`src/rtl/ex_mem_wb_stage_if.sv`:
```
// Data-memory request/response bus between the EX/MEM/WB stage and the data cache.
interface ex_mem_wb_stage_if #(
   parameter int DATA_W = 32
);
   logic              dmemREN;
   logic              dmemWEN;
   logic [DATA_W-1:0] dmemaddr;
   logic [DATA_W-1:0] dmemstore;
   logic              dhit;
   logic [DATA_W-1:0] dmemload;

   modport master (
      output dmemREN, dmemWEN, dmemaddr, dmemstore,
      input  dhit, dmemload
   );

   modport slave (
      input  dmemREN, dmemWEN, dmemaddr, dmemstore,
      output dhit, dmemload
   );
endinterface

```
`src/rtl/ex_mem_wb_stage.sv`:
```
// EX/MEM and MEM/WB pipeline registers with the dmem request/dhit sequencer,
// write-back select, sticky halt and a saturating memory-stall counter.
module ex_mem_wb_stage #(
   parameter int DATA_W = 32,
   parameter int CNT_W  = 16
) (
   input  logic                CLK,
   input  logic                nRST,
   input  logic [DATA_W-1:0]   ex_aluout,
   input  logic [DATA_W-1:0]   ex_storedata,
   input  logic [DATA_W-1:0]   ex_npc,
   input  logic [DATA_W-1:0]   ex_upper,
   input  logic [4:0]          ex_wsel,
   input  logic                ex_regwrite,
   input  logic [1:0]          ex_memtoreg,
   input  logic                ex_dmemREN,
   input  logic                ex_dmemWEN,
   input  logic                ex_halt,
   input  logic                flush,
   ex_mem_wb_stage_if.master   dmem,
   output logic                mem_stall,
   output logic                wb_regwrite,
   output logic [4:0]          wb_wsel,
   output logic [DATA_W-1:0]   wb_wdat,
   output logic                halt,
   output logic [CNT_W-1:0]    stall_cycles
);

   typedef enum logic {RUN = 1'b0, HALTED = 1'b1} state_t;

   typedef struct packed {
      logic [DATA_W-1:0] aluout;
      logic [DATA_W-1:0] storedata;
      logic [DATA_W-1:0] npc;
      logic [DATA_W-1:0] upper;
      logic [4:0]        wsel;
      logic              regwrite;
      logic [1:0]        memtoreg;
      logic              ren;
      logic              wen;
      logic              halt;
   } exmem_t;

   state_t            state_q, state_d;
   exmem_t            mem_q, mem_d;
   logic              wb_regwrite_q, wb_regwrite_d;
   logic [4:0]        wb_wsel_q, wb_wsel_d;
   logic [DATA_W-1:0] wb_wdat_q, wb_wdat_d;
   logic              halt_q, halt_d;
   logic [CNT_W-1:0]  cnt_q, cnt_d;

   logic              run;
   logic              mem_req;
   logic              advance;
   logic [DATA_W-1:0] sel_wdat;

   always_ff @(posedge CLK or negedge nRST) begin
      if (!nRST) begin
         state_q       <= RUN;
         mem_q         <= '0;
         wb_regwrite_q <= 1'b0;
         wb_wsel_q     <= '0;
         wb_wdat_q     <= '0;
         halt_q        <= 1'b0;
         cnt_q         <= '0;
      end else begin
         state_q       <= state_d;
         mem_q         <= mem_d;
         wb_regwrite_q <= wb_regwrite_d;
         wb_wsel_q     <= wb_wsel_d;
         wb_wdat_q     <= wb_wdat_d;
         halt_q        <= halt_d;
         cnt_q         <= cnt_d;
      end
   end

   always_comb begin
      run     = (state_q == RUN);
      mem_req = mem_q.ren | mem_q.wen;

      // Request lines depend only on registered state, never on dhit.
      // A REN+WEN collision is issued as a store.
      dmem.dmemREN   = run & mem_q.ren & ~mem_q.wen;
      dmem.dmemWEN   = run & mem_q.wen;
      dmem.dmemaddr  = mem_q.aluout;
      dmem.dmemstore = mem_q.storedata;

      mem_stall = run ? (mem_req & ~dmem.dhit) : 1'b1;
      advance   = run & ~mem_stall;

      state_d = state_q;
      if (run && mem_q.halt && !mem_req) state_d = HALTED;

      // Stall wins over flush: the EX/MEM register simply holds.
      mem_d = mem_q;
      if (advance) begin
         mem_d.aluout    = ex_aluout;
         mem_d.storedata = ex_storedata;
         mem_d.npc       = ex_npc;
         mem_d.upper     = ex_upper;
         mem_d.wsel      = ex_wsel;
         mem_d.memtoreg  = ex_memtoreg;
         mem_d.regwrite  = ex_regwrite & ~flush;
         mem_d.ren       = ex_dmemREN  & ~flush;
         mem_d.wen       = ex_dmemWEN  & ~flush;
         mem_d.halt      = ex_halt     & ~flush;
      end

      case (mem_q.memtoreg)
         2'd0:    sel_wdat = mem_q.aluout;
         2'd1:    sel_wdat = dmem.dmemload;
         2'd2:    sel_wdat = mem_q.npc;
         default: sel_wdat = mem_q.upper;
      endcase

      // Any non-advancing edge inserts a write-back bubble so a write never repeats.
      wb_regwrite_d = 1'b0;
      wb_wsel_d     = wb_wsel_q;
      wb_wdat_d     = wb_wdat_q;
      if (advance) begin
         wb_regwrite_d = mem_q.regwrite & (mem_q.wsel != 5'd0);
         wb_wsel_d     = mem_q.wsel;
         wb_wdat_d     = sel_wdat;
      end

      halt_d = halt_q | (state_d == HALTED);

      cnt_d = cnt_q;
      if (run && mem_stall && (cnt_q != {CNT_W{1'b1}})) cnt_d = cnt_q + CNT_W'(1);
   end

   assign wb_regwrite  = wb_regwrite_q;
   assign wb_wsel      = wb_wsel_q;
   assign wb_wdat      = wb_wdat_q;
   assign halt         = halt_q;
   assign stall_cycles = cnt_q;

endmodule

```
`src/flat_wrapper.sv`:
```
// flat-port wrapper written by rule: the top's interface ports become plain ports
module ex_mem_wb_stage_flat 
#(
   parameter int DATA_W = 32,
   parameter int CNT_W  = 16
)
  (CLK, nRST, ex_aluout, ex_storedata, ex_npc, ex_upper, ex_wsel, ex_regwrite, ex_memtoreg, ex_dmemREN, ex_dmemWEN, ex_halt, flush, mem_stall, wb_regwrite, wb_wsel, wb_wdat, halt, stall_cycles, dmem_dmemREN, dmem_dmemWEN, dmem_dmemaddr, dmem_dmemstore, dmem_dhit, dmem_dmemload);
  ex_mem_wb_stage_if #(.DATA_W(DATA_W)) dmem_i ();
  input  logic CLK;
  input  logic nRST;
  input  logic [DATA_W-1:0] ex_aluout;
  input  logic [DATA_W-1:0] ex_storedata;
  input  logic [DATA_W-1:0] ex_npc;
  input  logic [DATA_W-1:0] ex_upper;
  input  logic [4:0] ex_wsel;
  input  logic ex_regwrite;
  input  logic [1:0] ex_memtoreg;
  input  logic ex_dmemREN;
  input  logic ex_dmemWEN;
  input  logic ex_halt;
  input  logic flush;
  output logic mem_stall;
  output logic wb_regwrite;
  output logic [4:0] wb_wsel;
  output logic [DATA_W-1:0] wb_wdat;
  output logic halt;
  output logic [CNT_W-1:0] stall_cycles;
  output wire logic [$bits(dmem_i.dmemREN)-1:0] dmem_dmemREN;
  output wire logic [$bits(dmem_i.dmemWEN)-1:0] dmem_dmemWEN;
  output wire logic [$bits(dmem_i.dmemaddr)-1:0] dmem_dmemaddr;
  output wire logic [$bits(dmem_i.dmemstore)-1:0] dmem_dmemstore;
  input wire logic [$bits(dmem_i.dhit)-1:0] dmem_dhit;
  input wire logic [$bits(dmem_i.dmemload)-1:0] dmem_dmemload;
  assign dmem_dmemREN = dmem_i.dmemREN;
  assign dmem_dmemWEN = dmem_i.dmemWEN;
  assign dmem_dmemaddr = dmem_i.dmemaddr;
  assign dmem_dmemstore = dmem_i.dmemstore;
  assign dmem_i.dhit = dmem_dhit;
  assign dmem_i.dmemload = dmem_dmemload;
  ex_mem_wb_stage #(.DATA_W(DATA_W), .CNT_W(CNT_W)) u_core (.CLK(CLK), .nRST(nRST), .ex_aluout(ex_aluout), .ex_storedata(ex_storedata), .ex_npc(ex_npc), .ex_upper(ex_upper), .ex_wsel(ex_wsel), .ex_regwrite(ex_regwrite), .ex_memtoreg(ex_memtoreg), .ex_dmemREN(ex_dmemREN), .ex_dmemWEN(ex_dmemWEN), .ex_halt(ex_halt), .flush(flush), .dmem(dmem_i), .mem_stall(mem_stall), .wb_regwrite(wb_regwrite), .wb_wsel(wb_wsel), .wb_wdat(wb_wdat), .halt(halt), .stall_cycles(stall_cycles));
endmodule
```
`config.mk`:
```
export PLATFORM = sky130hd
export DESIGN_NAME = ex_mem_wb_stage_flat
export DESIGN_NICKNAME = d
export VERILOG_FILES = /design/src/rtl/ex_mem_wb_stage_if.sv /design/src/rtl/ex_mem_wb_stage.sv /design/src/flat_wrapper.sv
export SDC_FILE = /design/constraint.sdc
export NUM_CORES = 1
export LEC_CHECK = 0
export CAP_MARGIN = 10
export CORE_MARGIN = 3
export CORE_UTILIZATION = 49
export DETAILED_ROUTE_END_ITERATION = 8
export PLACE_DENSITY = 0.85
export SLEW_MARGIN = 20
export SYNTH_ARGS = -nofsm -noshare
export SYNTH_HDL_FRONTEND = slang
export SYNTH_SLANG_ARGS = --single-unit
```
`constraint.sdc`:
```
create_clock -name CLK -period 2.65 [get_ports CLK]
set_input_delay 0.265 -clock CLK [delete_from_list [all_inputs] [get_ports CLK]]
set_output_delay 0.265 -clock CLK [all_outputs]
set_load 0.005 [all_outputs]
```
==> impl_metrics.tcl, run 1 <==
set metrics [dict create \
    ys_seq_elements 195 \
    fin_crit_sh_pct 79.94 \
    synth.yosys.warnings 0 \
    antenna_found_initial 0 \
    result_of_the_run "finished, final reports clean" \
    timing.slew.headroom_pct 40.92 \
    period_needed_ps 2118 \
    netlist-cell-type-count 38 \
    postCtsSetupBuffers 0 \
    rows 48 \
    ratio_of_cells_with_drive_above_1_in_the_final_layout_pct 31.32 \
    pwr-share-clk_pct 19.0 \
    cts_repair_resize_count 0 \
    cts_inserted_buffers 17 \
    placeable_core_area_um2 17360 \
    root_buffer "sky130_fd_sc_hd__clkbuf_16" \
    drc 0 \
    synth_compound_gate_area_share_pct 0.6182 \
    r2r_path_start "u_core.mem_q[3]" \
    synth_adder_area_share_pct 0.1438 \
    synth_top_family_by_area "multiplexers" \
    worstPathCellList "nor2_1 > o21bai_4 > clkdlybuf4s50_1" \
    final_net_count 976 \
    firstDrtPassIters 4 \
    pleak_nw 4.950 \
    initial_utilization_pct 50.14 \
    boundaryPins 297 \
    maxSlewViolCount 0 \
    crit_required_ps 2380 \
    synth_simple_gate_area_share_pct 3.867 \
    yosys.cell_count.top_type "sky130_fd_sc_hd__dfrtp_1" \
    reg2reg_slack_ps 700 \
    overflow 0 \
    vias 5393 \
    slowest_stage_cell_cp "sky130_fd_sc_hd__clkdlybuf4s50_1" \
    diodes 0 \
    timing.critical_path.arrival_ps 1850 \
    drt-vias-per-instance 5.206 \
    max_freq_mhz 472.1 \
    power.total_mw 12.21 \
    area_growth_syn_to_layout_pct 38.00 \
    rr_endpoint "u_core.wb_wdat[3]" \
    setup_violations 0 \
    worstMarginPinSlew_ps 886.2 \
    drt_iter0_markers 161 \
    avgRoutedWirePerCell_um 19.07 \
    critPathLaunchType "flop" \
    cp_max_fo 5 \
    netlist_area_um2 8703 \
    floorplan.die.height_um 139.3 \
    fin_tns_setup_ps 0 \
    p_comb_share_pct 36.8 \
    post_synth_inst_count 567 \
    synth-edff-count 0 \
    ys.flop_type "sky130_fd_sc_hd__dfrtp_1" \
    synth_xor_area_share_pct 1.509 \
    port-buffer-count 296 \
    grt_setup_unrepaired "no" \
    yosysSeqAreaShare_pct 56.07 \
    detail-route-antenna-nets 0 \
    grt_usage_pct 20.68 \
    worst_reg2reg_path_depth 3 \
    global_route_wire_length_before_repair_um 31680 \
    die_x_um 139.3 \
    cp_slowest_stage_delay_ps 500 \
    dp.final_hpwl_um 14690 \
    holdCritPathClass "in2async" \
    timing.final.hold_violations 0 \
    finalWeightedCongestion 0.7922 \
    synth.area.mux_share_pct 30.71 \
    yosys-top-cells-count "sky130_fd_sc_hd__dfrtp_1 (195), sky130_fd_sc_hd__mux2_2 (172), sky130_fd_sc_hd__buf_4 (64), sky130_fd_sc_hd__mux4_2 (32), sky130_fd_sc_hd__buf_2 (22)" \
    critical_path.startpoint "u_core.mem_q[1]" \
    ir_drop_v 0.0005040 \
    netSwitchingFraction_pct 26.63 \
    worst_skew_pair.late_latency_ps 420 \
    cts.sinks 195 \
    critPathKind "reg2out" \
    power_report.internal_total_mw 8.960 \
    cts_htree_levels 4 \
    synth_nets 743 \
    cts_tree "built" \
    syn_avg_cell_area_um2 15.35 \
    total_wire_length_um 19760 \
    seq_power_share_pct 44.2 \
    nature_of_the_critical_path_endpoint "output port" \
    synthArstFlopShare_pct 100.0 \
    p_per_area_nw_per_um2 1017 \
    p_switching_mw 3.252 \
    yosys-top-cells-area "sky130_fd_sc_hd__dfrtp_1 (56%), sky130_fd_sc_hd__mux2_2 (22%), sky130_fd_sc_hd__mux4_2 (8.3%)" \
    maxCapViolations 0 \
    top_cell_type_by_total_area_after_synthesis "sky130_fd_sc_hd__dfrtp_1" \
    final.setup_skew_ps 7.878 \
    synthDominantCellAreaShare_pct 56.07 \
    grt_max_degree 91 \
    die_area_um2 19400 \
    first_global_vias 5850 \
    cts-root-to-sink-buffers 2 \
    clkSlewWorstSetupHoldPaths_ps 70 \
]
power by group through the flow:
stage               clock [mW]  sequential (mW)  combinational [mW]
finish                    2.33             5.39                4.49
global route              2.50             5.60                4.81
CTS                       2.38             5.41                4.57
detailed placement           0             5.46                4.54
global placement             0             5.34                4.40
floorplan                    0             5.00                3.01
metrics by stage:
step / setup slack (ps) / cell area, um2 / instances / util, % / hold WS (ps)
floorplan: 988.8 / 8703 / 567 / - / -30.59
global placement: 654.9 / 11470 / 1005 / 66.08 / 276.4
detailed placement: 628.9 / 11470 / 1005 / 66.08 / 289.8
CTS: 542.9 / 12010 / 1036 / 69.20 / 394.0
global route: 464.7 / 12010 / 1036 / 69.20 / 434.4
finish: 531.7 / 12010 / 1036 / 69.20 / 384.7
repair_timing:
action                     CTS  global route
setup endpoints to repair    0             0
hold buffers                 1             0
hold endpoints to repair    60             0
flip-flops by register name, summed over array words and instances (netlist names):
name	count
u_core.mem_q	75
u_core.dmem.dmemaddr	32
u_core.dmem.dmemstore	32
u_core.wb_wdat	32
u_core.stall_cycles	16
u_core.wb_wsel	5
u_core.halt	1
u_core.state_q	1
u_core.wb_regwrite	1
final cells by class:
cell class	instances	area [um2]
fill	1164	5346
clock inverter	7	52.55
sequential	195	4882
timing repair buffer	306	3094
clock buffer	23	478.0
inverter	1	3.754
tap	225	281.5
multi-input combinational	279	3218
routing by layer:
metal  share of wire (%)  routed length, um  global-route usage, %
met1                  39               7779                  25.09
met5                   0                  0                      0
met3                 5.4               1067                  4.811
met4                 2.5                503                  7.775
met2                  53              10410                  36.08
placed cells by master, fill, tap and decap left out, types with 4 or more instances in the layout:
| master | n |
|---|---|
| sky130_fd_sc_hd__clkdlybuf4s50_1 | 295 |
| sky130_fd_sc_hd__dfrtp_1 | 193 |
| sky130_fd_sc_hd__mux2_2 | 172 |
| sky130_fd_sc_hd__mux4_2 | 32 |
| sky130_fd_sc_hd__clkbuf_16 | 17 |
| sky130_fd_sc_hd__xor2_1 | 9 |
| sky130_fd_sc_hd__nand2_1 | 8 |
| sky130_fd_sc_hd__o21ai_0 | 6 |
| sky130_fd_sc_hd__xnor2_1 | 6 |
| sky130_fd_sc_hd__buf_4 | 5 |
| sky130_fd_sc_hd__nor2_1 | 4 |
| sky130_fd_sc_hd__nand3_1 | 4 |
| sky130_fd_sc_hd__nand2b_1 | 4 |
| sky130_fd_sc_hd__clkinvlp_4 | 4 |
| sky130_fd_sc_hd__clkbuf_8 | 4 |
| sky130_fd_sc_hd__buf_12 | 4 |
worst max path at each step:
stage / end / slack (ps) / cells after the start
final: mem_stall / 530 / 3
after global placement: u_core.wb_wdat[12] / 650 / 4
after floorplan: u_core.wb_wdat[10] / 990 / 4
after detailed placement: u_core.mem_q[26] / 630 / 4
after CTS: mem_stall / 540 / 3
after global routing: mem_stall / 460 / 3
critical path, delay by kind of cell (launching register included):
kind | cells | cell delay (ps)
AO/OA/AOI/OAI | 1 | 150
buffers and inverters | 1 | 500
flip-flops | 1 | 400
AND/OR/NAND/NOR | 1 | 370
kinds of logic after synthesis:
family	count (synthesis)
AOI/OAI and AO/OA	9
and+or+nand+nor	49
muxes	205
xor gates and xnor gates	15
buffers and inverters	93
DFF	195
adders and majority gates	1
No activity file was read; power rests on OpenSTA's default activity.
==> inputs of run 2 (changes only) <==
Settings changed: CORE_UTILIZATION 49 to 46, PLACE_DENSITY 0.85 to 0.81.
Clock period 2.65 ns to 2.2 ns, I/O delays scaled along.
==> run 2 against run 1 <==
Routed wire length up 3.9%. Clock skew is 1.1 ps lower. Worst setup slack lost 310 ps. Die area increased by 6.2%. Highest routed layer is now met5.
==> impl_metrics.tcl, run 2 (synthesis results as in run 1) <==
set metrics [dict create \
    fin_crit_sh_pct 90.07 \
    period_needed_ps 1981 \
    critical_path.startpoint "u_core.state_q" \
    antenna_found_initial 1 \
    grt_setup_unrepaired "no" \
    post-route-util_pct 66.74 \
    drc 0 \
    power.total_mw 15.19 \
    first_global_vias 6063 \
    floorplan.die.height_um 143.6 \
    dp.final_hpwl_um 15470 \
    r2r_path_start "u_core.stall_cycles[7]" \
    cts_inserted_buffers 17 \
    maxCapViolations 0 \
    ir_drop_v 0.0006130 \
    initial_utilization_pct 47.64 \
    top_register "u_core.mem_q" \
    seq_power_share_pct 42.0 \
    die_x_um 143.6 \
    power_report.internal_total_mw 11.18 \
    cts_tree "built" \
    place.detailed.instances 1015 \
    max_freq_mhz 504.7 \
    placeable_core_area_um2 18270 \
    diodes 0 \
    fin_cells 1048 \
    p_comb_share_pct 37.0 \
    most_frequent_standard_cell_in_the_layout_excluding_fill_and_tap_cells "sky130_fd_sc_hd__clkdlybuf4s50_1" \
    timing.critical_path.arrival_ps 1760 \
    die_area_um2 20610 \
    root_buffer "sky130_fd_sc_hd__clkbuf_16" \
    cp_max_fo 7 \
    postCtsSetupBuffers 0 \
    avgRoutedWirePerCell_um 19.59 \
    setup_violations 0 \
    pwr-share-clk_pct 21.0 \
    firstDrtPassIters 4 \
    timing.final.hold_violations 0 \
    finalWeightedCongestion 0.8387 \
    total_wire_length_um 20530 \
    pleak_nw 5.049 \
    nature_of_the_critical_path_endpoint "output port" \
    fin_tns_setup_ps 0 \
    area_growth_syn_to_layout_pct 40.09 \
    worstMarginPinSlew_ps 564.5 \
    overflow 0 \
    critPathKind "reg2out" \
    p_per_area_nw_per_um2 1246 \
    worst_skew_pair.late_latency_ps 420 \
    cts_htree_levels 4 \
    cts-root-to-sink-buffers 2 \
    drt-vias-per-instance 5.207 \
    netSwitchingFraction_pct 26.44 \
    maxSlewViolCount 0 \
    largest_register_ff_count 75 \
    final.setup_skew_ps 6.814 \
    global_route_wire_length_before_repair_um 32020 \
    crit_required_ps 1980 \
    result_of_the_run "finished, final reports clean" \
    holdCritPathClass "in2async" \
    drt_iter0_markers 178 \
    grt_max_degree 88 \
    final_net_count 982 \
    cts.sinks 195 \
    mostFrequentLayoutCells "sky130_fd_sc_hd__clkdlybuf4s50_1 (295), sky130_fd_sc_hd__dfrtp_1 (193), sky130_fd_sc_hd__mux2_2 (172)" \
    port-buffer-count 296 \
    critPathLaunchType "flop" \
    clkSlewWorstSetupHoldPaths_ps 70 \
    p_switching_mw 4.017 \
    rows 49 \
    ratio_of_cells_with_drive_above_1_in_the_final_layout_pct 32.11 \
    detail-route-antenna-nets 0 \
    timing.slew.headroom_pct 62.08 \
    vias 5457 \
    fin_area_um2 12190 \
    place_area_um2 11570 \
    grt_usage_pct 20.03 \
    boundaryPins 297 \
]
[run 2: changes by cell type in the layout (fill, tap and decap cells not counted), sizes merged]
cell,delta
clkbuf,-1
bufinv,+3
clkinvlp,-3
inv,+1
buf,+6
clkinv,+2
[run 2: through the flow]
stage | hold WS (ps) | setup WS, ps
6_report | 361.3 | 218.6
5_1_grt | 387.4 | 143.8
4_1_cts | 363.3 | 66.36
3_5_place_dp | 259.8 | 192.8
3_3_place_gp | 250.1 | 247.1
2_1_floorplan | -75.59 | 538.8
[run 2: repair_timing]
| action | in CTS | in global routing |
|---|---|---|
| endpoints found under the hold margin | 62 | 0 |
| resized for setup | 0 | 1 |
| setup endpoints to repair | 0 | 1 |
| hold buffers | 1 | 0 |
[run 2: layout make-up]
class / count / area (um2)
repair buffers: 312 / 3189
clock buffers: 22 / 464.2
fillers: 1281 / 6077
inverters: 1 / 3.754
multi-input cells: 279 / 3221
flip-flops and latches: 195 / 4882
clock inverters: 10 / 146.4
well taps: 229 / 286.5
[run 2: critical path, stage by stage (launching register included)]
cell and delay (ps):
sky130_fd_sc_hd__dfrtp_1 460, sky130_fd_sc_hd__nor3b_1 320, sky130_fd_sc_hd__clkdlybuf4s50_1 570
[run 2: power by group through the flow]
stage,clock network [mW],logic (mW),registers [mW]
6_report,3.19,5.62,6.38
3_5_place_dp,0,5.71,6.43
5_1_grt,3.42,6.06,6.58
3_3_place_gp,0,5.53,6.26
4_1_cts,3.28,5.74,6.38
2_1_floorplan,0,3.63,6.02
[run 2: routing by layer]
layer | vias to the layer above | GRT usage [%] | part of all wire, %
met4 | 2 | 6.838 | 2.4
met1 | 2764 | 24.06 | 39
met3 | 36 | 5.657 | 6.8
li1 | 2449 | - | -
met2 | 206 | 34.80 | 52
met5 | - | 0 | 0.054
[run 2: final timing paths]
check	cells after the start	endpoint	slack, ps
worst max register to register	4	u_core.stall_cycles[1]	400
min in group CLK	3	u_core.mem_q[5]	390
worst min-delay path	2	u_core.wb_wdat[3]	360
worst min register to register	2	u_core.mem_q[5]	500
max in group asynchronous	3	u_core.mem_q[4]	1110
worst max-delay path	2	dmem_dmemREN	220
==> inputs of run 3 (changes only) <==
Settings changed: SETUP_SLACK_MARGIN set to 0.5.
Clock period 2.2 ns to 2 ns, I/O delays scaled along.
==> run 3 against run 2 <==
Cell count increased by 11%. Flip-flop and latch count unchanged. Combinational power increased by 27%. Register-to-register slack got worse by 130 ps. Cell area increased by 15%. Routed wire length increased by 30%. Worst setup slack improved by 50 ps. Die area unchanged. Count of clock-buffer cells in the layout decreased by 4. First-iteration DRC count increased by 39%.
==> impl_metrics.tcl, run 3 (synthesis results as in run 1) <==
set metrics [dict create \
    drt_iter0_markers 248 \
    boundaryPins 297 \
    cts.sinks 195 \
    timing.critical_path.arrival_ps 2050 \
    grt_max_degree 62 \
    max_freq_mhz 577.5 \
    cts-root-to-sink-buffers 2 \
    rr_endpoint "u_core.stall_cycles[1]" \
    placeable_core_area_um2 18270 \
    maxCapViolations 0 \
    worst_reg2reg_path_depth 6 \
    reg2reg_slack_ps 270 \
    p_per_area_nw_per_um2 1245 \
    diodes 0 \
    cp_slowest_stage_delay_ps 400 \
    cts_tree "built" \
    cp_max_fo 3 \
    most_frequent_standard_cell_in_the_layout_excluding_fill_and_tap_cells "sky130_fd_sc_hd__dfrtp_1" \
    result_of_the_run "finished, final reports clean" \
    timing.final.hold_violations 0 \
    fin_crit_sh_pct 86.58 \
    cts_inserted_buffers 17 \
    detail-route-antenna-nets 0 \
    top_register "u_core.mem_q" \
    largest_register_ff_count 75 \
    place.detailed.instances 1021 \
    floorplan.die.height_um 143.6 \
    crit_required_ps 2320 \
    first_global_vias 6695 \
    nature_of_the_critical_path_endpoint "flop" \
    initial_utilization_pct 47.64 \
    dp.final_hpwl_um 15950 \
    critPathKind "reg2reg" \
    r2r_path_start "u_core.stall_cycles[14]" \
    mostFrequentLayoutCells "sky130_fd_sc_hd__dfrtp_1 (182), sky130_fd_sc_hd__clkdlybuf4s50_1 (173), sky130_fd_sc_hd__mux2_2 (157)" \
    final.setup_skew_ps 12.18 \
    clkSlewWorstSetupHoldPaths_ps 80 \
    fin_tns_setup_ps 0 \
    port-buffer-count 296 \
    finalWeightedCongestion 0.8840 \
    worst_skew_pair.late_latency_ps 430 \
    slowest_stage_cell_cp "sky130_fd_sc_hd__dfrtp_1" \
    total_wire_length_um 26740 \
    die_area_um2 20610 \
    worstMarginPinSlew_ps 544.3 \
    drc 0 \
    cp_num_buf_inv 2 \
    drt-vias-per-instance 5.315 \
    power.total_mw 17.44 \
    period_needed_ps 1732 \
    rows 49 \
    worst_path_dominant_cell_family "simple AND/OR/NAND/NOR gates" \
    antenna_found_initial 3 \
    vias 6181 \
    timing.slew.headroom_pct 63.71 \
    die_x_um 143.6 \
    path_depth 6 \
    firstDrtPassIters 4 \
    num-fill-cells 1067 \
    grt_setup_unrepaired "yes" \
    grt_usage_pct 24.11 \
    area.sequential_um2 4896 \
    ir_drop_v 0.0008906 \
    global_route_wire_length_before_repair_um 37350 \
    fin_cells 1163 \
    overflow 0 \
    area_growth_syn_to_layout_pct 60.91 \
    holdCritPathClass "in2async" \
    multi_input_logic_area_um2 3486 \
    final_net_count 1097 \
    critPathLaunchType "flop" \
    maxSlewViolCount 0 \
    root_buffer "sky130_fd_sc_hd__clkbuf_16" \
    pleak_nw 6.400 \
    avgRoutedWirePerCell_um 23.00 \
    ratio_of_cells_with_drive_above_1_in_the_final_layout_pct 44.54 \
    worstPathCellList "nand4_1 > nor4_4 > buf_4 > buf_12 > nor2_4 > mux2_4" \
    cts_htree_levels 4 \
    setup_violations 0 \
]
-- run 3: changes by cell type in the layout (fill, tap and decap cells not counted), moves of 7 or more --
| cell | previous run | this run |
|---|---|---|
| sky130_fd_sc_hd__buf_12 | 8 | 21 |
| sky130_fd_sc_hd__buf_16 | 0 | 23 |
| sky130_fd_sc_hd__buf_4 | 7 | 63 |
| sky130_fd_sc_hd__buf_6 | 0 | 10 |
| sky130_fd_sc_hd__buf_8 | 0 | 8 |
| sky130_fd_sc_hd__clkdlybuf4s50_1 | 295 | 173 |
| sky130_fd_sc_hd__clkinv_2 | 1 | 8 |
| sky130_fd_sc_hd__dfrtp_1 | 193 | 182 |
| sky130_fd_sc_hd__dfrtp_2 | 2 | 13 |
| sky130_fd_sc_hd__dlygate4sd2_1 | 0 | 100 |
| sky130_fd_sc_hd__dlymetal6s2s_1 | 0 | 19 |
| sky130_fd_sc_hd__mux2_2 | 172 | 157 |
| sky130_fd_sc_hd__mux2_4 | 1 | 16 |
-- run 3: repair_timing --
action,4_1_cts,5_1_grt
pin swaps,15,15
hold buffers,1,0
buffers inserted,64,20
gates cloned,19,6
endpoints found under the hold margin,56,0
endpoints found under the setup margin,302,205
resized for setup,197,62
-- run 3: routing by layer --
metal / up-vias / part of all wire, % / global-route usage, %
met4: 6 / 2.5 / 7.136
met5: - / 0.17 / 0
met1: 3144 / 37 / 28.18
li1: 2705 / - / -
met2: 270 / 53 / 43.02
met3: 56 / 7.7 / 7.188
-- run 3: metrics by stage --
stage          hold slack (ps)  utilization [%]  setup WS (ps)  area (um2)
2_1_floorplan           -95.59                -          403.0        8752
3_3_place_gp             222.7            63.68          104.3       11630
3_5_place_dp             230.5            63.68          68.40       11630
4_1_cts                  333.1            73.61          304.7       13450
5_1_grt                  341.4            76.65          222.9       14000
6_report                 318.0            76.65          268.5       14000
-- run 3: how the worst max path moves through the flow --
stage / startpoint / end / slack, ps
after floorplan: u_core.stall_cycles[4] / u_core.stall_cycles[1] / 400
after global placement: dmem_dhit / u_core.stall_cycles[15] / 100
after detailed placement: dmem_dhit / u_core.stall_cycles[15] / 70
after CTS: u_core.state_q / u_core.wb_wdat[13] / 300
after global routing: u_core.stall_cycles[14] / u_core.stall_cycles[1] / 220
final: u_core.stall_cycles[14] / u_core.stall_cycles[1] / 270
-- run 3: final cells by class --
cell class	count	share of cell area [%]
clock buffers	18	3.064
clock inverters	14	0.9649
inverters	1	0.02680
multi-input cells	279	24.89
flip-flops and latches	195	34.96
well taps	229	2.046
repair buffers	427	34.05
-- run 3: power by group --
| part | switching [mW] | internal (mW) | total (mW) | leakage (nW) |
|---|---|---|---|---|
| sequential | 1.11 | 5.82 | 6.93 | 2.28 |
| combinational | 2.38 | 4.77 | 7.15 | 3.83 |
| clock | 1.52 | 1.84 | 3.36 | 0.288 |
==> variant 1 (settings of run 2) <==
`DATA_W` is set to 32 in 3 places; all go to 16.
--- a/src/rtl/ex_mem_wb_stage_if.sv
+++ b/src/rtl/ex_mem_wb_stage_if.sv
@@ -1,6 +1,6 @@
 // Data-memory request/response bus between the EX/MEM/WB stage and the data cache.
 interface ex_mem_wb_stage_if #(
-   parameter int DATA_W = 32
+   parameter int DATA_W = 16
 );
    logic              dmemREN;
    logic              dmemWEN;
--- a/src/rtl/ex_mem_wb_stage.sv
+++ b/src/rtl/ex_mem_wb_stage.sv
@@ -1,7 +1,7 @@
 // EX/MEM and MEM/WB pipeline registers with the dmem request/dhit sequencer,
 // write-back select, sticky halt and a saturating memory-stall counter.
 module ex_mem_wb_stage #(
-   parameter int DATA_W = 32,
+   parameter int DATA_W = 16,
    parameter int CNT_W  = 16
 ) (
    input  logic                CLK,
--- a/src/flat_wrapper.sv
+++ b/src/flat_wrapper.sv
@@ -1,7 +1,7 @@
 // flat-port wrapper written by rule: the top's interface ports become plain ports
 module ex_mem_wb_stage_flat 
 #(
-   parameter int DATA_W = 32,
+   parameter int DATA_W = 16,
    parameter int CNT_W  = 16
 )
   (CLK, nRST, ex_aluout, ex_storedata, ex_npc, ex_upper, ex_wsel, ex_regwrite, ex_memtoreg, ex_dmemREN, ex_dmemWEN, ex_halt, flush, mem_stall, wb_regwrite, wb_wsel, wb_wdat, halt, stall_cycles, dmem_dmemREN, dmem_dmemWEN, dmem_dmemaddr, dmem_dmemstore, dmem_dhit, dmem_dmemload);
Ports: changed (8 resized); port bits go from 297 to 169. No check against the original RTL was run, so the function may have changed too.
==> variant 1 against run 2 <==
  * Worst setup slack got worse by 0.078 ns
  * Hold slack got worse by 0.021 ns
  * Non-clock buffer count decreased by 135
  * Routed wire length down 39%
  * Count of clock-buffer cells in the layout stayed put
  * Critical path type unchanged
  * Area after synthesis down 39%
  * Clock power down 9.4%
  * Cell area shrank 39%
  * Sequential cell count is 80 lower
  * Total power is 40% lower
==> variant 1: results (changes against run 2) <==
placed instance area: 6830 um^2 (-41%)
vias in the first global route: 4,346 (-28%)
Port Buffers: 168 (-43%)
HPWL Detailed: 8600 um (-44%)
first-pass GRT wire length: 20,800 um (-35%)
r2r endpoint: u_core.stall_cycles[1]
fin cells: 837 (-20%)
status: completed
Fillers: 858 (-33%)
proportion of layout cells with a drive suffix above 1: 0.105 (-0.216)
net switching power: 2.51 mW (-38%)
area fraction in compound gates after synthesis: 0.0227 (+0.0165)
Post-Synthesis Cells: 548 (-3.4%)
placed instance count: 803 (-21%)
flop-to-flop setup slack: 0.48 ns (+0.08 ns)
Adder-Cell Fraction of Synth Area: 0.00236 (+0.000925)
post-synth cell types: 42 (+11%)
Setup Skew: 0.00997 ns (+0.00315 ns)
WP data arrival: 1.84 ns (+0.08 ns)
CTS clock-pin slew for the worst setup and hold paths: 0.05 ns (-0.02 ns)
WL per Instance: 15.0 um (-23%)
register area share after synthesis: 0.543 (-0.0173)
Synth top cells by count: 287 x nand2_1, 115 x dfrtp_1, 37 x buf_4
largest net degree at the start of global routing: 116 (+32%)
initial antenna violation count: 0 (-1)
nets: 781 (-20%)
worst-margin pin slew: 0.608 ns (+0.0433 ns)
Total GRT Usage: 0.205 (+0.00517)
Synth area leaders: dfrtp_1 54%, nand2_1 20%, mux4_2 6.8%
post-synthesis xor/xnor area fraction: 0.0116 (-0.00352)
max reg flops: 43 (-43%)
worst vdd ir: 0.607 mV (-0.96%)
Reg-to-Reg Start: u_core.stall_cycles[1]
CP top delay family: buffers and inverters
Iter 0 DRT Violations: 219 (+23%)
Clock Latency Late Sink: 0.40 ns (-0.02 ns)
Placer Congestion: 0.812 (-3.2%)
Worst Hold Class: in -> reg
vias per cell: 4.99 (-4.1%)
CP Max Fanout: 9 (+2)
mux contribution to synthesized area: 0.0787 (-0.228)
Worst path max stage delay: 0.56 ns
syn_nets: 644 (-13%)
reg2reg path depth: 5 (+1)
Leak: 3.54 nW (-30%)
fin crit share: 0.936 (+0.0354)
-- variant 1: changes by cell type in the layout (fill, tap and decap cells not counted), moves of 4 or more --
cell	run 2	this run
a31oi_1	0	5
buf_12	8	3
clkdlybuf4s50_1	295	167
dfrtp_1	193	115
mux2_2	172	5
mux4_2	32	16
nand2_1	8	287
nand2b_1	4	0
nand3b_1	0	4
xor2_1	9	2
-- variant 1: tightest hold or removal path: cells and delay by family --
kind                   cells  cell delay, ns
buffers and inverters      1            0.39
AND/OR/NAND/NOR            2            0.09
-- variant 1: layout make-up --
class                   count  area share
clock buffers              22      0.0634
flip-flops and latches    115       0.385
multi-input cells         372       0.268
well taps                 140      0.0234
inverters                   2     0.00100
repair buffers            177       0.239
clock inverters             9      0.0204
-- variant 1: worst max-delay path by stage --
stage / from / to / slack, ns
floorplan: u_core.stall_cycles[0] / u_core.stall_cycles[5] / 0.59
global placement: dmem_dhit / mem_stall / 0.26
CTS: u_core.mem_q[2] / mem_stall / 0.002
detailed placement: dmem_dhit / mem_stall / 0.27
global route: u_core.state_q / dmem_dmemREN / 0.08
finish: u_core.state_q / dmem_dmemREN / 0.14
-- variant 1: repair_timing --
action / 4_1_cts / 5_1_grt
cloned: 0 / 0
endpoints found under the setup margin: 1 / 1
setup buffers: 0 / 2
hold buffers: 1 / 0
pin swaps: 1 / 1
endpoints found under the hold margin: 115 / 0
-- variant 1: kinds of logic after synthesis --
| logic type | after synthesis |
|---|---|
| adder cells (fa/ha/maj) | 1 |
| AND/OR/NAND/NOR | 327 |
| buffers and inverters | 61 |
| flip-flops | 115 |
| AO/OA/AOI/OAI | 16 |
| XOR/XNOR | 7 |
| multiplexers | 21 |
-- variant 1: layer usage --
metal	track usage	part of all wire
met1	0.242	0.40
met2	0.351	0.51
met3	0.0663	0.077
met4	0.0793	0.013
met5	0	0
-- variant 1: metrics by stage --
stage | worst slack (ns) | utilization | hold WS [ns]
2_1_floorplan | 0.587 | - | -0.0756
3_3_place_gp | 0.261 | 0.619 | 0.352
3_5_place_dp | 0.271 | 0.619 | 0.354
4_1_cts | 0.00185 | 0.677 | 0.322
5_1_grt | 0.0773 | 0.678 | 0.326
6_report | 0.141 | 0.678 | 0.341
-- variant 1: power by group through the flow --
stage          Combinational [mW]  Clock (mW)  Sequential, mW
3_3_place_gp                 2.68           0            3.50
6_report                     2.76        2.89            3.53
5_1_grt                      3.06        3.05            3.63
4_1_cts                      2.80        2.93            3.52
2_1_floorplan                1.72           0            3.41
3_5_place_dp                 2.77           0            3.55
==> variant 2 (config.mk and constraints of run 2) <==
Made on the original files. `wb_wdat_q` no longer has a reset.
--- a/src/rtl/ex_mem_wb_stage.sv
+++ b/src/rtl/ex_mem_wb_stage.sv
@@ -60,7 +60,6 @@
          mem_q         <= '0;
          wb_regwrite_q <= 1'b0;
          wb_wsel_q     <= '0;
-         wb_wdat_q     <= '0;
          halt_q        <= 1'b0;
          cnt_q         <= '0;
       end else begin
@@ -68,10 +67,13 @@
          mem_q         <= mem_d;
          wb_regwrite_q <= wb_regwrite_d;
          wb_wsel_q     <= wb_wsel_d;
-         wb_wdat_q     <= wb_wdat_d;
          halt_q        <= halt_d;
          cnt_q         <= cnt_d;
       end
+   end
+
+   always_ff @(posedge CLK) begin
+      wb_wdat_q <= wb_wdat_d;
    end
 
    always_comb begin
Behaviour: differs if nRST is asserted again (counterexample within 4 cycles, from zero or initial values and one cycle with nRST low); with nRST held inactive, the same outputs for 4 cycles.
==> variant 2 against run 2 <==
  * Sequential cell count did not move
  * Area after synthesis is 2.8% lower
  * Critical path depth increased by 3
  * Total power shrank 9.9%
  * Via count fell by 5.1%
  * Count of clock-buffer cells in the layout down 2
  * Clock skew is 0.0056 ns higher
  * Cell area shrank 2.6%
  * Fmax shrank 4.4%
  * Worst setup slack got worse by 0.091 ns
  * Routed wire length about the same
  * Largest power group unchanged
  * Highest routed layer is now met4
==> variant 2: results (changes against run 2) <==
status: completed
post-synth cell types: 35 (-7.9%)
CP Max Fanout: 16 (+9)
proportion of layout cells with a drive suffix above 1: 0.241 (-0.0800)
Setup Skew: 0.0124 ns (+0.00563 ns)
met1 wire length: 7880 um (-0.99%)
WL per Instance: 20.3 um (+3.5%)
WP data arrival: 1.85 ns (+0.09 ns)
worst vdd ir: 0.694 mV (+13%)
syn_nets: 709 (-4.6%)
met1 GRT Util: 0.245 (+0.00417)
register area share after synthesis: 0.596 (+0.0352)
Leak: 4.74 nW (-6.1%)
r2r endpoint: u_core.stall_cycles[8]
Worst Hold Slack: 0.340 ns (-0.0210 ns)
worst-margin pin slew: 0.713 ns (+0.148 ns)
initial antenna violation count: 0 (-1)
vias in the first global route: 5,724 (-5.6%)
vias per cell: 5.11 (-1.8%)
crit path from: u_core.mem_q[1]
Synth top cells by count: 163 x dfrtp_1, 99 x mux2_2, 64 x buf_4
Iter 0 DRT Violations: 129 (-28%)
Worst path max stage delay: 0.46 ns (-0.11 ns)
HPWL Detailed: 15,200 um (-1.4%)
Synth area leaders: dfrtp_1 48%, mux2_2 13%, edfxtp_1 11%
first-pass GRT wire length: 31,700 um (-0.84%)
nets: 951 (-3.2%)
placed instance count: 980 (-3.4%)
Reg-to-Reg Start: u_core.stall_cycles[4]
global routing usage on met3: 0.0610 (+0.00443)
Placer Congestion: 0.855 (+1.9%)
-- variant 2: worst max path at each step --
stage | endpoint | slack, ns | cells after the start
after floorplan | u_core.dmem.dmemaddr[12] | 0.11 | 7
after global placement | mem_stall | 0.32 | 5
after detailed placement | u_core.mem_q[61] | 0.32 | 6
after CTS | mem_stall | 0.08 | 5
after global routing | mem_stall | 0.008 | 5
final | mem_stall | 0.13 | 5
-- variant 2: what timing repair did --
action | 4_1_cts | 5_1_grt
hold endpoints to repair | 52 | 0
gates resized for setup | 0 | 0
hold buffers | 1 | 0
buffers inserted | 0 | 0
-- variant 2: layout make-up --
type                    count  area (um^2)  share of cell area
flip-flops and latches    195         5040               0.424
repair buffers            313         3160               0.266
multi-input cells         247         2820               0.237
clock buffers              20          467              0.0393
well taps                 225          282              0.0237
clock inverters            12          105             0.00885
inverters                   1         8.76            0.000737
-- variant 2: where the power goes --
group          internal (mW)  switching [mW]  total (mW)
Clock                   1.65            1.32        2.97
Combinational           3.21            1.43        4.64
Sequential              5.25           0.832        6.08
-- variant 2: per-stage QoR --
stage               worst slack [ns]   util  total power, mW
finish                         0.128  0.673             13.7
global route                 0.00754  0.673             14.4
floorplan                      0.106      -             9.12
global placement               0.316  0.640             10.6
detailed placement             0.321  0.640             10.9
CTS                           0.0842  0.673             13.9
-- variant 2: worst max-delay path: cells and delay by family, from the launching register on --
family        cells  cell delay (ns)
flops             1             0.41
buf+inv           2             0.57
simple gates      3             0.45
-- variant 2: kinds of logic (layout without fill, tap and decap cells) --
family                     count (synthesis)  in the layout  synth area share
AOI/OAI and AO/OA                          6              6           0.00385
xor gates and xnor gates                  15             15            0.0155
adders and majority gates                  1              1           0.00148
buffers and inverters                     91            346            0.0716
DFF                                      195            195             0.596
muxes                                    173            173             0.273
and+or+nand+nor                           52             52            0.0388
